$ cat config.mk
export PLATFORM = sky130hd
export DESIGN_NAME = js_phase_decoder
export DESIGN_NICKNAME = d
export VERILOG_FILES = /design/src/rtl/js_phase_decoder.sv
export SDC_FILE = /design/constraint.sdc
export NUM_CORES = 1
export LEC_CHECK = 0
export ABC_AREA = 1
export BUFFER_PORTS_ARGS = -buffer_cell sky130_fd_sc_hd__buf_2
export CAP_MARGIN = 25
export CORE_MARGIN = 8
export CORE_UTILIZATION = 40
export DETAILED_ROUTE_END_ITERATION = 10
export SLEW_MARGIN = 20
export SYNTH_ARGS = -nofsm -noshare
export SYNTH_HDL_FRONTEND = slang
export SYNTH_SLANG_ARGS = --single-unit
$ cat constraint.sdc
create_clock -name clk -period 5.3 [get_ports clk]
set_input_delay 0 -clock clk [delete_from_list [all_inputs] [get_ports clk]]
set_output_delay 0 -clock clk [all_outputs]
set_load 0.005 [all_outputs]
$ cat src/rtl/js_phase_decoder.sv
// Johnson-code phase decoder: validates and decodes each sampled Johnson
// state, tracks sequence continuity and locks after LOCK_CNT in-order samples.
module js_phase_decoder #(
    parameter int DATA_WID = 8,
    parameter int LOCK_CNT = 4,
    parameter int ERR_WID  = 8,
    localparam int PH_WID  = $clog2(2 * DATA_WID)
) (
    input  logic                clk,
    input  logic                rst,
    input  logic [DATA_WID-1:0] js_data,
    input  logic                js_valid,
    input  logic                err_clr,
    output logic [PH_WID-1:0]   phase,
    output logic                phase_vld,
    output logic                illegal,
    output logic                seq_err,
    output logic                locked,
    output logic [ERR_WID-1:0]  err_cnt
);

    localparam int                 TWO_N    = 2 * DATA_WID;
    localparam logic [PH_WID-1:0]  PH_LAST  = PH_WID'(TWO_N - 1);
    localparam logic [3:0]         RUN_LOCK = 4'(LOCK_CNT);
    localparam logic [ERR_WID-1:0] ERR_MAX  = '1;

    typedef enum logic [1:0] {UNLOCK, ACQ, LOCKED} state_t;

    state_t              state_q, state_d;
    logic [3:0]          run_q, run_d;
    logic [PH_WID-1:0]   exp_q, exp_d;
    logic [PH_WID-1:0]   phase_q, phase_d;
    logic                vld_q, vld_d;
    logic                ill_q, ill_d;
    logic                seq_q, seq_d;
    logic [ERR_WID-1:0]  err_q, err_d;

    logic                code_legal;
    logic                in_seq;
    logic                err_inc;
    logic [PH_WID-1:0]   ph_dec;
    logic [PH_WID-1:0]   ph_next;
    int                  n_trans;
    int                  n_ones;

    // A Johnson state has at most one boundary between its run of ones and zeros.
    always_comb begin
        n_trans = 0;
        n_ones  = 0;
        for (int i = 0; i < DATA_WID - 1; i++) begin
            if (js_data[i] != js_data[i+1]) n_trans++;
        end
        for (int i = 0; i < DATA_WID; i++) begin
            if (js_data[i]) n_ones++;
        end
        code_legal = (n_trans <= 1);
        ph_dec     = js_data[DATA_WID-1] ? PH_WID'(TWO_N - n_ones) : PH_WID'(n_ones);
        ph_next    = (ph_dec == PH_LAST) ? '0 : ph_dec + PH_WID'(1);
        in_seq     = code_legal && (ph_dec == exp_q);
    end

    always_comb begin
        state_d = state_q;
        run_d   = run_q;
        exp_d   = exp_q;
        phase_d = phase_q;
        vld_d   = js_valid;
        ill_d   = ill_q;
        seq_d   = seq_q;
        err_inc = 1'b0;
        if (js_valid) begin
            phase_d = code_legal ? ph_dec : '0;
            ill_d   = !code_legal;
            seq_d   = (state_q == LOCKED) && code_legal && !in_seq;
            if (code_legal) exp_d = ph_next;
            case (state_q)
                UNLOCK: begin
                    if (code_legal) begin
                        state_d = ACQ;
                        run_d   = 4'd1;
                    end
                end
                ACQ: begin
                    if (!code_legal) begin
                        state_d = UNLOCK;
                        run_d   = 4'd0;
                    end else if (in_seq) begin
                        run_d = run_q + 4'd1;
                        if (run_d == RUN_LOCK) state_d = LOCKED;
                    end else begin
                        run_d = 4'd1;
                    end
                end
                LOCKED: begin
                    if (!in_seq) begin
                        state_d = UNLOCK;
                        run_d   = 4'd0;
                        err_inc = 1'b1;
                    end
                end
                default: begin
                    state_d = UNLOCK;
                    run_d   = 4'd0;
                end
            endcase
        end

        // A clear coinciding with a new error keeps that error counted.
        if (err_clr)                          err_d = err_inc ? ERR_WID'(1) : '0;
        else if (err_inc && err_q != ERR_MAX) err_d = err_q + ERR_WID'(1);
        else                                  err_d = err_q;
    end

    always_ff @(posedge clk) begin
        if (rst) begin
            state_q <= UNLOCK;
            run_q   <= '0;
            exp_q   <= '0;
            phase_q <= '0;
            vld_q   <= 1'b0;
            ill_q   <= 1'b0;
            seq_q   <= 1'b0;
            err_q   <= '0;
        end else begin
            state_q <= state_d;
            run_q   <= run_d;
            exp_q   <= exp_d;
            phase_q <= phase_d;
            vld_q   <= vld_d;
            ill_q   <= ill_d;
            seq_q   <= seq_d;
            err_q   <= err_d;
        end
    end

    assign phase     = phase_q;
    assign phase_vld = vld_q;
    assign illegal   = ill_q;
    assign seq_err   = seq_q;
    assign locked    = (state_q == LOCKED);
    assign err_cnt   = err_q;

endmodule

==> results_dict.tcl <==
set metrics [dict create \
    area_growth_pct 15.4 \
    wire_per_inst_um 10.4 \
    synth_cell_types 39 \
    ys_seq_area_share_pct 19.9 \
    yosys.area.top_type_share_pct 19.9 \
    startpoint_type "input pin" \
    cts_buffers 3 \
    htreeDepth 1 \
    clock_tree.root_cell "clkbuf_8" \
    synthTopCellsByArea "dfxtp_1 20%, nand2_1 19%, ha_1 8.9%" \
    pwr-share-clk_pct 12.9 \
    yosysMostFrequentCell "nand2_1" \
    num_io_pins 28 \
    min-delay-start "js_valid" \
    grt_antenna_before_repair 0 \
    max_cap_viol_count 0 \
    cp_slowest_stage_delay_ns 0.30 \
    cts_tree "done" \
    power.total_mw 0.896 \
    power.switching_mw 0.414 \
    grt_pass1_wl_um 9350 \
    grt-ovfl-total 0 \
    critPathArrivalTime_ns 5.20 \
    grt_start_max_net_pins 20 \
    rows 29 \
    min_to "illegal" \
    worstReg2RegStart "err_cnt[0]" \
    hold_path_depth 3 \
    place_hpwl_um 4410 \
    netlist_area_mm2 0.00252 \
    ant_nets 0 \
    hold_ws_ns 0.0232 \
    synthFlopType "dfxtp_1" \
    cp_common_cell "nand2_1" \
    finClkSkew_ns 0.00848 \
    timing_hold_violations_final 0 \
    reg2reg_to "err_cnt[7]" \
    crit_type "input pin to flop" \
    maxSlewViolCount 0 \
    crit_slowest_cell "or2_2" \
    p_leak_nw 1.48 \
    hold_path.class "input pin to flop" \
    final_cells 524 \
    crit_fanout 5 \
    die-area_mm2 0.00910 \
    synthTopCellsByCount "130 x nand2_1, 49 x inv_1, 44 x nand3_1" \
    finalCritPeriodShare_pct 94.1 \
    pre_cts_slack_ns -0.109 \
    clkTransAtPathRegs_ns 0.09 \
    worst_ep_required_time_ns 5.51 \
    async_reset_ff_share_pct 0 \
    die-height_um 95.4 \
    ys_ff_latch 25 \
    antenna_cells 0 \
    final_util_pct 46.9 \
    vdd_ir_drop_max_v 0.000151 \
    status "complete, no violations" \
    syn-num-nets 439 \
    combPwrFrac_pct 59.8 \
    min_period_ns 4.98 \
    end_kind "flop" \
    max-slew-margin-rel_pct 68.9 \
    insertion_delay_ns 0.27 \
    nets 478 \
    p_seq_share_pct 27.3 \
    fillCellCount 654 \
    grt.total_usage_pct 12.1 \
    rrSetupSlack_ns 3.52 \
    synth_top_area_cell "dfxtp_1" \
    start_util_pct 40.6 \
    dieWidth_um 95.4 \
    core_mm2 0.00620 \
    max_freq_mhz 201 \
    syn_area_per_cell_um2 6.16 \
    timing.final.ws_setup_ns 0.315 \
    clock_sinks 25 \
    place_congestion 0.808 \
    grt_pass1_vias 2236 \
    p_int_mw 0.482 \
    vias_per_cell 4.75 \
    yosysWarnings 0 \
    worst_pin_slew_ns 0.462 \
    drc 0 \
    setup_violations 0 \
    drive_gt1_share_pct 19.7 \
    synthCells 409 \
    via_count 2488 \
    firstDrtPassIters 4 \
    clock_path_buffers 2 \
    netSwitchingFraction_pct 46.2 \
    dpl.cell_count 519 \
    drtIter0Drc 110 \
    p_per_area_mw_per_mm2 308 \
    reg2reg_depth 8 \
    routed_wl_um 5460 \
    io_buffers 27 \
    synth_edf_count 0 \
]
[how the worst max path moves through the flow]
| stage | start | to | slack [ns] | cells past startpoint |
|---|---|---|---|---|
| after floorplan | js_data[0] | state_q[0] | 0.27 | 36 |
| after global placement | js_data[0] | err_cnt[7] | 0.006 | 35 |
| after detailed placement | js_data[0] | err_cnt[4] | -0.11 | 35 |
| after CTS | js_data[0] | err_cnt[4] | 0.15 | 35 |
| after global routing | js_data[0] | err_cnt[4] | -0.06 | 35 |
| final | js_data[0] | err_cnt[7] | 0.32 | 35 |
[power groups by stage]
stage,combinational (mW),sequential (mW),clock (mW)
6_report,0.536,0.244,0.116
5_1_grt,0.616,0.248,0.126
4_1_cts,0.525,0.244,0.118
3_5_place_dp,0.521,0.249,0
3_3_place_gp,0.515,0.249,0
2_1_floorplan,0.409,0.245,0
[layout by cell type, fill, tap and decap left out, types with 3 or more instances in the layout]
cell      synthesis  final
inv_2             4      5
ha_4              0      3
xor2_1           10     10
nor2_4            3      4
clkinv_1          3      3
dfxtp_1          25     25
o21ai_1           3      3
o21ai_0           6      6
nand3_2           5      5
ha_1             18     15
nand4_1           4      4
inv_1            49     48
or2_2             5      5
xnor2_1           6      6
nor2_1           39     39
nand2_2           8     12
buf_4             3     12
a21oi_1          21     21
clkbuf_8          0      3
buf_2             0     27
nand2_1         130    126
nand3_1          44     44
[state kept, by name, summed over array words and instances, names as in the netlist]
name       flops
err_cnt        8
exp_q          4
illegal        1
phase          4
phase_vld      1
run_q          4
seq_err        1
state_q        2
[logic make-up after synthesis]
logic type / Yosys count / share of synthesized area, %
buffers and inverters: 63 / 10.1
AND/OR/NAND/NOR: 247 / 44.2
adder cells (fa/ha/maj): 18 / 8.93
flip-flops: 25 / 19.9
XOR/XNOR: 19 / 8.39
AO/OA/AOI/OAI: 37 / 8.49
[critical path, delay by kind of cell]
family | cells | cell delay (ns)
adder cells (fa/ha/maj) | 7 | 1.71
buffers and inverters | 7 | 0.64
XOR/XNOR | 1 | 0.13
AND/OR/NAND/NOR | 19 | 2.56
AO/OA/AOI/OAI | 1 | 0.14
[per-layer routing]
metal	wire length [µm]	up-vias	global-route usage (%)
met3	119	6	1.50
li1	-	1364	-
met5	0	-	0
met2	2510	25	20.8
met4	55	0	3.07
met1	2780	1093	15.5
[cell type report]
type / count / area, µm² / area share, %
multi-input combinational: 321 / 1820 / 62.5
timing repair buffer: 39 / 225 / 7.74
sequential: 25 / 500 / 17.2
inverter: 58 / 225 / 7.74
tap: 77 / 96.3 / 3.31
clock buffer: 4 / 45.0 / 1.55
[repair_timing]
action	in CTS	in global routing
setup buffers	0	1
setup endpoints to repair	0	13
hold buffers	0	0
resized for setup	0	9
[stage by stage]
stage	TNS, ns	area [µm²]
2_1_floorplan	0	2520
3_5_place_dp	-0.644	2810
4_1_cts	0	2850
3_3_place_gp	0	2810
6_report	0	2910
5_1_grt	-0.255	2910
No activity file was read; power rests on OpenSTA's default activity.
